### src/rtl/traffic_pkg.sv
// Shared traffic definitions: vehicle light codes and the pedestrian controller state type.
package traffic_pkg;

  localparam logic [2:0] LIGHT_RED    = 3'b100;
  localparam logic [2:0] LIGHT_YELLOW = 3'b010;
  localparam logic [2:0] LIGHT_GREEN  = 3'b001;

  // One-hot so the indications come straight off the state register bits.
  typedef enum logic [2:0] {
    IDLE  = 3'b001,
    WALK  = 3'b010,
    FLASH = 3'b100
  } ped_state_t;

  function automatic logic is_legal_light(input logic [2:0] light);
    return (light == LIGHT_RED) || (light == LIGHT_YELLOW) || (light == LIGHT_GREEN);
  endfunction

endpackage

### src/rtl/ped_crossing_ctrl_if.sv
// Bus between the traffic light side (master) and the pedestrian crossing controller (slave).
interface ped_crossing_ctrl_if #(
  parameter int CNT_W = 4
);
  logic [2:0]       light;
  logic             ped_btn;
  logic             walk;
  logic             walk_flash;
  logic             dont_walk;
  logic             req_pending;
  logic [CNT_W-1:0] countdown;
  logic             fault;

  modport master (
    output light, ped_btn,
    input  walk, walk_flash, dont_walk, req_pending, countdown, fault
  );

  modport slave (
    input  light, ped_btn,
    output walk, walk_flash, dont_walk, req_pending, countdown, fault
  );
endinterface

### src/rtl/rise_edge_detect.sv
// One-register rising-edge detector with asynchronous active-high reset.
module rise_edge_detect (
  input  logic clk,
  input  logic reset,
  input  logic d,
  output logic rise
);

  logic hist_d, hist_q;

  always_comb hist_d = d;

  // NOTE: sequential state uses non-blocking assignments so every flop samples pre-edge values.
  always_ff @(posedge clk or posedge reset) begin
    if (reset) hist_q <= 1'b0;
    else       hist_q <= hist_d;
  end

  assign rise = d & ~hist_q;

endmodule

### src/rtl/ped_crossing_ctrl.sv
// Pedestrian crossing controller: grants timed WALK/FLASH on red entry with a latched request.
// Define PED_COUNTDOWN_EN to expose the live interval count on countdown (tied to 0 otherwise).
module ped_crossing_ctrl
  import traffic_pkg::*;
#(
  parameter int WALK_CYCLES  = 8,
  parameter int FLASH_CYCLES = 4,
  parameter int CNT_W        = 4
) (
  input logic             clk,
  input logic             reset,
  ped_crossing_ctrl_if.slave bus
);

  localparam logic [CNT_W-1:0] WALK_LOAD  = CNT_W'(WALK_CYCLES - 1);
  localparam logic [CNT_W-1:0] FLASH_LOAD = CNT_W'(FLASH_CYCLES - 1);

  ped_state_t       state_q, state_d;
  logic [CNT_W-1:0] cnt_q, cnt_d;
  logic             req_q, req_d;
  logic             fault_q, fault_d;
  logic [2:0]       prev_light_q, prev_light_d;

  logic btn_rise;
  logic red_entry;
  logic illegal;
  logic is_red;
  logic enter_walk;

  rise_edge_detect u_btn_edge (
    .clk   (clk),
    .reset (reset),
    .d     (bus.ped_btn),
    .rise  (btn_rise)
  );

  assign is_red    = (bus.light == LIGHT_RED);
  assign illegal   = !is_legal_light(bus.light);
  assign red_entry = is_red && (prev_light_q != LIGHT_RED);

  // NOTE: every always_comb output gets a default first so no path leaves it unassigned (no latch).
  always_comb begin
    state_d      = state_q;
    cnt_d        = cnt_q;
    enter_walk   = 1'b0;
    fault_d      = fault_q | illegal;
    prev_light_d = bus.light;

    if (fault_q || illegal) begin
      state_d = IDLE;
      cnt_d   = '0;
    end else begin
      unique case (state_q)
        IDLE: begin
          if (red_entry && req_q) begin
            state_d    = WALK;
            cnt_d      = WALK_LOAD;
            enter_walk = 1'b1;
          end
        end
        WALK: begin
          if (!is_red) begin
            state_d = IDLE;
            cnt_d   = '0;
          end else if (cnt_q == '0) begin
            state_d = FLASH;
            cnt_d   = FLASH_LOAD;
          end else begin
            cnt_d = cnt_q - CNT_W'(1);
          end
        end
        FLASH: begin
          if (!is_red || cnt_q == '0) begin
            state_d = IDLE;
            cnt_d   = '0;
          end else begin
            cnt_d = cnt_q - CNT_W'(1);
          end
        end
        default: begin
          state_d = IDLE;
          cnt_d   = '0;
        end
      endcase
    end

    // A press coinciding with WALK entry wins, so that request survives for the next red.
    if (btn_rise)        req_d = 1'b1;
    else if (enter_walk) req_d = 1'b0;
    else                 req_d = req_q;
  end

  always_ff @(posedge clk or posedge reset) begin
    if (reset) begin
      state_q      <= IDLE;
      cnt_q        <= '0;
      req_q        <= 1'b0;
      fault_q      <= 1'b0;
      prev_light_q <= LIGHT_RED;
    end else begin
      state_q      <= state_d;
      cnt_q        <= cnt_d;
      req_q        <= req_d;
      fault_q      <= fault_d;
      prev_light_q <= prev_light_d;
    end
  end

  assign bus.dont_walk   = state_q[0];
  assign bus.walk        = state_q[1];
  assign bus.walk_flash  = state_q[2];
  assign bus.req_pending = req_q;
  assign bus.fault       = fault_q;

`ifdef PED_COUNTDOWN_EN
  assign bus.countdown = cnt_q;
`else
  assign bus.countdown = '0;
`endif

endmodule

### src/flat_wrapper.sv
// flat-port wrapper written by rule: the top's interface ports become plain ports
module ped_crossing_ctrl_flat import traffic_pkg::*;
#(
  parameter int WALK_CYCLES  = 8,
  parameter int FLASH_CYCLES = 4,
  parameter int CNT_W        = 4
)
  (clk, reset, bus_light, bus_ped_btn, bus_walk, bus_walk_flash, bus_dont_walk, bus_req_pending, bus_countdown, bus_fault);
  ped_crossing_ctrl_if #(.CNT_W(CNT_W)) bus_i ();
  input logic clk;
  input logic reset;
  input wire logic [$bits(bus_i.light)-1:0] bus_light;
  input wire logic [$bits(bus_i.ped_btn)-1:0] bus_ped_btn;
  output wire logic [$bits(bus_i.walk)-1:0] bus_walk;
  output wire logic [$bits(bus_i.walk_flash)-1:0] bus_walk_flash;
  output wire logic [$bits(bus_i.dont_walk)-1:0] bus_dont_walk;
  output wire logic [$bits(bus_i.req_pending)-1:0] bus_req_pending;
  output wire logic [$bits(bus_i.countdown)-1:0] bus_countdown;
  output wire logic [$bits(bus_i.fault)-1:0] bus_fault;
  assign bus_i.light = bus_light;
  assign bus_i.ped_btn = bus_ped_btn;
  assign bus_walk = bus_i.walk;
  assign bus_walk_flash = bus_i.walk_flash;
  assign bus_dont_walk = bus_i.dont_walk;
  assign bus_req_pending = bus_i.req_pending;
  assign bus_countdown = bus_i.countdown;
  assign bus_fault = bus_i.fault;
  ped_crossing_ctrl #(.WALK_CYCLES(WALK_CYCLES), .FLASH_CYCLES(FLASH_CYCLES), .CNT_W(CNT_W)) u_core (.clk(clk), .reset(reset), .bus(bus_i));
endmodule
### config.mk
export PLATFORM = sky130hd
export DESIGN_NAME = ped_crossing_ctrl_flat
export DESIGN_NICKNAME = d
export VERILOG_FILES = /design/src/rtl/traffic_pkg.sv /design/src/rtl/ped_crossing_ctrl_if.sv /design/src/rtl/rise_edge_detect.sv /design/src/rtl/ped_crossing_ctrl.sv /design/src/flat_wrapper.sv
export SDC_FILE = /design/constraint.sdc
export NUM_CORES = 1
export LEC_CHECK = 0
export ABC_AREA = 1
export CAP_MARGIN = 25
export CORE_UTILIZATION = 30
export DETAILED_ROUTE_END_ITERATION = 6
export PLACE_DENSITY_LB_ADDON = 0.15
export SLEW_MARGIN = 10
export SYNTH_ARGS = -nofsm -noshare
export SYNTH_HDL_FRONTEND = slang
export SYNTH_HIERARCHICAL = 1
export SYNTH_SLANG_ARGS = --single-unit
export TNS_END_PERCENT = 20
### constraint.sdc
create_clock -name clk -period 3.1 [get_ports clk]
set_input_delay 0.31 -clock clk [delete_from_list [all_inputs] [get_ports clk]]
set_output_delay 0.31 -clock clk [all_outputs]
set_load 0.02 [all_outputs]
Word level (Yosys, flattened, before mapping)
Cells that the tools add are included.
W data, S select, Z words.
{"block": "word_totals", "ff_bits": 13, "output_inout_bits": 9}
{"block": "classes", "addsub": 1, "eq_ne": 10, "muxes": 17, "n_bitwise": 3, "reduce_logical": 11}
{"cell": "$mux W4", "count": 5}
{"cell": "$mux W3", "count": 5}
{"cell": "$pmux W4 S3", "count": 1}
{"cell": "$pmux W3 S3", "count": 1}
{"cell": "$eq A3 B1 Y1 const B", "count": 2}
{"cell": "$eq A3 B2 Y1 const B", "count": 2}
{"cell": "$eq A3 B3 Y1 const B", "count": 2}
{"cell": "$ne A3 B1 Y1 const B", "count": 2}
{"cell": "$mux W1", "count": 5}
{"cell": "$logic_not A4 Y1", "count": 1}
{"cell": "$logic_or A1 B1 Y1", "count": 4}
{"cell": "$ne A4 B4 Y1 const B", "count": 1}
{"cell": "$sub A4 B1 Y4 const B", "count": 1}
{"cell": "$ne A3 B3 Y1 const B", "count": 1}
{"cell": "$reduce_and A3 Y1", "count": 1}
{"cell": "$logic_and A1 B1 Y1", "count": 2}
{"cell": "$logic_not A1 Y1", "count": 2}
{"cell": "$reduce_bool A2 Y1", "count": 1}
{"cell": "$and A1 B1 Y1", "count": 1}
{"cell": "$not A1 Y1", "count": 1}
{"cell": "$or A1 B1 Y1", "count": 1}

Depth between registers and ports, before layout
{"block": "logic_depth", "word_depth": 8, "mapped_depth": 9}

Modules after synthesis
Netlist, hierarchy kept.
{"module": "ped_crossing_ctrl", "instances": 1, "cells_each": 99, "area_per_inst_um2": 775.7, "seq_area_each_um2": 302.8}
{"module": "rise_edge_detect", "instances": 1, "cells_each": 4, "area_per_inst_um2": 38.8, "seq_area_each_um2": 25.0}

Least setup slack after synthesis
Ideal clock, no wire load.
{"block": "synth_timing", "kind": "register to register", "startpoint": "register u_core.state_q[0]", "endpoint": "register u_core.req_q (netlist: u_core/bus.req_pending)", "arrival_ns": 1.241, "required_time_ns": 2.982, "path_slack_ns": 1.741, "path_stages_with_launch": 7, "path_cell_list": "dfstp_2 inv_1 nor3_4 inv_2 nor2_1 nand2_1 a21o_1"}
{"block": "synth_via", "elab_chain_len": 4}
{"element": "start, declared", "line_no": "ped_crossing_ctrl.sv:18", "rtl": "ped_state_t state_q, state_d;"}
{"element": "start signal, assigned", "line_no": "ped_crossing_ctrl.sv:101", "rtl": "state_q <= state_d;"}
{"element": "$eq A3 B1 Y1", "line_no": "ped_crossing_ctrl.sv:53", "rtl": "unique case (state_q)"}
{"element": "$mux W1", "line_no": "ped_crossing_ctrl.sv:53"}
{"element": "$mux W1", "line_no": "ped_crossing_ctrl.sv:49", "rtl": "if (fault_q || illegal) begin"}
{"element": "$reduce_bool A2 Y1 (no source line)"}
{"element": "end signal, assigned", "line_no": "ped_crossing_ctrl.sv:103", "rtl": "req_q <= req_d;"}
{"element": "end, declared", "line_no": "ped_crossing_ctrl.sv:20", "rtl": "logic req_q, req_d;"}
No other way between the ends.
A chain may end at the register's enable or synchronous reset.

Worst setup path in the final report
{"block": "layout_timing", "startpoint": "register u_core.state_q[0]", "endpoint": "output port bus_dont_walk"}
{"element": "end, declared", "line_no": "flat_wrapper.sv:16", "rtl": "output wire logic [$bits(bus_i.dont_walk)-1:0] bus_dont_walk;"}
No word-level cell between the ends.

==> flow_summary.json <==
{
  "status": "finished, final reports clean",
  "rr_worst_depth": 9,
  "synth_top_area_share_pct": 33.8,
  "ant_nets": 0,
  "ys_dominant_reg_cell": "dfrtp_1",
  "setup_viol": 0,
  "crit_path_start_kind": "register",
  "synth_cell_types": 25,
  "port_buffers": 10,
  "min_period_ns": 1.71,
  "syn_to_final_growth_pct": 17.8,
  "path_class": "reg2out",
  "row_count": 18,
  "clock_tree.root_cell": "clkbuf_4",
  "grt_max_degree": 13,
  "clock_skew_ns": 0.00302,
  "fin_util_pct": 38.0,
  "dieHeight_um": 54.1,
  "async_reset_ff_share_pct": 100,
  "grt_pass1_vias": 630,
  "worst_path_max_delay_cell": "clkdlybuf4s50_1",
  "cp.depth": 1,
  "gr-total-overflow": 0,
  "switchingPower_w": 0.0000738,
  "final_hold_viol_count": 0,
  "dieArea_sq_mm": 0.00293,
  "cts_tree": "done",
  "drtPass1Iterations": 5,
  "synth_area_leaders": "dfrtp_1 34%, nand2_1 9.7%, nand3_1 7.4%",
  "final_layout_size_suffix_gt1_share_pct": 16.4,
  "intPower_w": 0.000232,
  "numCtsBuffers": 3,
  "grt_pass1_wl_um": 2600,
  "diodes": 0,
  "share_seq_of_total_power_pct": 56.8,
  "maxCapViolCount": 0,
  "p_clk_share_pct": 34.5,
  "ctsResizeCount": 0,
  "num_vias": 676,
  "avgSynthCellArea_sq_um": 7.91,
  "max_freq_mhz": 586,
  "grt_usage_pct": 12.9,
  "cts_setup_buffers": 0,
  "synth_edf_count": 0,
  "drv_slew": 0,
  "ioPinCount": 15,
  "cp.arrival_ns": 1.40,
  "vias_per_cell": 4.63,
  "holdWs_ns": 0.193,
  "fin_nets": 125,
  "pwr_density_cell_mw_per_mm2": 318,
  "p_leak_nw": 0.490,
  "die_x_um": 54.1,
  "postCtsHoldBufs": 0,
  "crit_buf_inv": 1,
  "layout_setup_ws_ns": 1.39,
  "clockBufferDepth": 2,
  "yosysSeqAreaShare_pct": 40.2,
  "yosys.cell_count.top_type": "nand2_1",
  "dp_hpwl_um": 1200,
  "power_w": 0.000305,
  "drt_iter0_drc": 22,
  "cts_htree_levels": 1,
  "hold_class": "in2async",
  "p_comb_share_pct": 8.7,
  "yosys_warnings": 6,
  "ys_ff_latch": 13,
  "antenna_found_initial": 0,
  "path_cells": "clkdlybuf4s50_1",
  "syn_area_sq_um": 815,
  "synth_area_leader_cell": "dfrtp_1",
  "routedWlPerCell_um": 10.2,
  "synth_commonest_cells": "21 x nand2_1, 15 x inv_1, 12 x nand3_1, 11 x dfrtp_1, 10 x nor2_1",
  "dpl_worst_slack_ns": 1.46,
  "clock_latency_ns": 0.28,
  "period_share_pct": 55.1,
  "vdd_drop_max_mv": 0.296,
  "synthCells": 103,
  "cp_max_fo": 2,
  "rsz0062_at_grt": "no",
  "initial_utilization_pct": 32.3,
  "clock_sinks": 13,
  "gp_congestion": 0.832,
  "finalWirelength_um": 1480,
  "cp.required_ns": 2.79,
  "fin_setup_tns_ns": 0,
  "drc": 0,
  "critPathCaptureType": "primary output",
  "core-area_sq_mm": 0.00252,
  "swShare_pct": 24.2,
  "path_clk_slew_ns": 0.08,
  "cp_slowest_stage_delay_ns": 0.59,
  "path_delay_family": "buffers and inverters"
}
metrics by stage:
step	cell area, sq um	instances
floorplan	826	106
global placement	933	142
detailed placement	933	142
CTS	960	146
global route	960	146
finish	960	146
kinds of logic (layout without fill, tap and decap cells):
kind of cell	count (synthesis)	in the layout	synth area share, %
simple gates	53	53	34.9
fa+ha+maj	2	2	3.07
buf+inv	25	35	13.4
other cells	1	4	0.460
flops	13	13	40.2
xor+xnor	1	1	1.08
compound gates	8	8	6.91
routing by layer:
metal / GRT usage [%] / vias to the layer above / share of wire, %
li1: - / 346 / -
met4: 3.85 / 0 / 0
met3: 5.93 / 0 / 5.7
met1: 15.1 / 304 / 47
met2: 21.0 / 26 / 47
met5: 0 / - / 0
power groups by stage:
stage / clock [W] / combinational, W / sequential [W]
3_5_place_dp: 0 / 0.0000271 / 0.000177
6_report: 0.000105 / 0.0000266 / 0.000173
5_1_grt: 0.000123 / 0.0000302 / 0.000174
3_3_place_gp: 0 / 0.0000271 / 0.000177
4_1_cts: 0.000112 / 0.0000272 / 0.000173
2_1_floorplan: 0 / 0.0000206 / 0.000177
cells in the final DEF, fill, tap and decap left out, types with 3 or more instances in the layout:
cell type and instances:
inv_1 15, dfrtp_1 11, o21ai_0 3, clkdlybuf4s50_1 10, nor2_1 10, inv_2 6
nand3_1 12, nand2_1 21, clkbuf_4 3, conb_1 4
worst reg2reg max path: cells and delay by family (launching register included):
kind | cells | cell delay, ns
DFF | 1 | 0.41
adders and majority gates | 1 | 0.22
buffers and inverters | 1 | 0.11
and+or+nand+nor | 7 | 0.65
sequential cells by signal, summed over array words and instances (netlist names):
register                  count
u_core/cnt_q                  4
u_core/prev_light_q           3
u_core/state_q                3
u_core/bus.fault              1
u_core/bus.req_pending        1
u_core/u_btn_edge/hist_q      1
final cells by class:
cell class | count | area [sq um]
clock buffer | 4 | 26.3
inverter | 21 | 78.8
tap | 30 | 37.5
fill | 270 | 1560
sequential | 13 | 328
timing repair buffer | 10 | 100
multi-input combinational | 68 | 389
path summary, 6_finish.rpt:
| check | from | end | slack [ns] |
|---|---|---|---|
| worst max-delay path | u_core/state_q[0] | bus_dont_walk | 1.39 |
| worst min-delay path | reset | u_core/u_btn_edge/hist_q | 0.19 |
| worst max register to register | u_core/cnt_q[0] | u_core/cnt_q[1] | 1.65 |
| worst min register to register | u_core/cnt_q[1] | u_core/cnt_q[1] | 0.48 |
| max in group asynchronous | reset | u_core/state_q[0] | 2.37 |
| min in group clk | u_core/cnt_q[1] | u_core/cnt_q[1] | 0.48 |
Power figures use the tool's default switching activity.
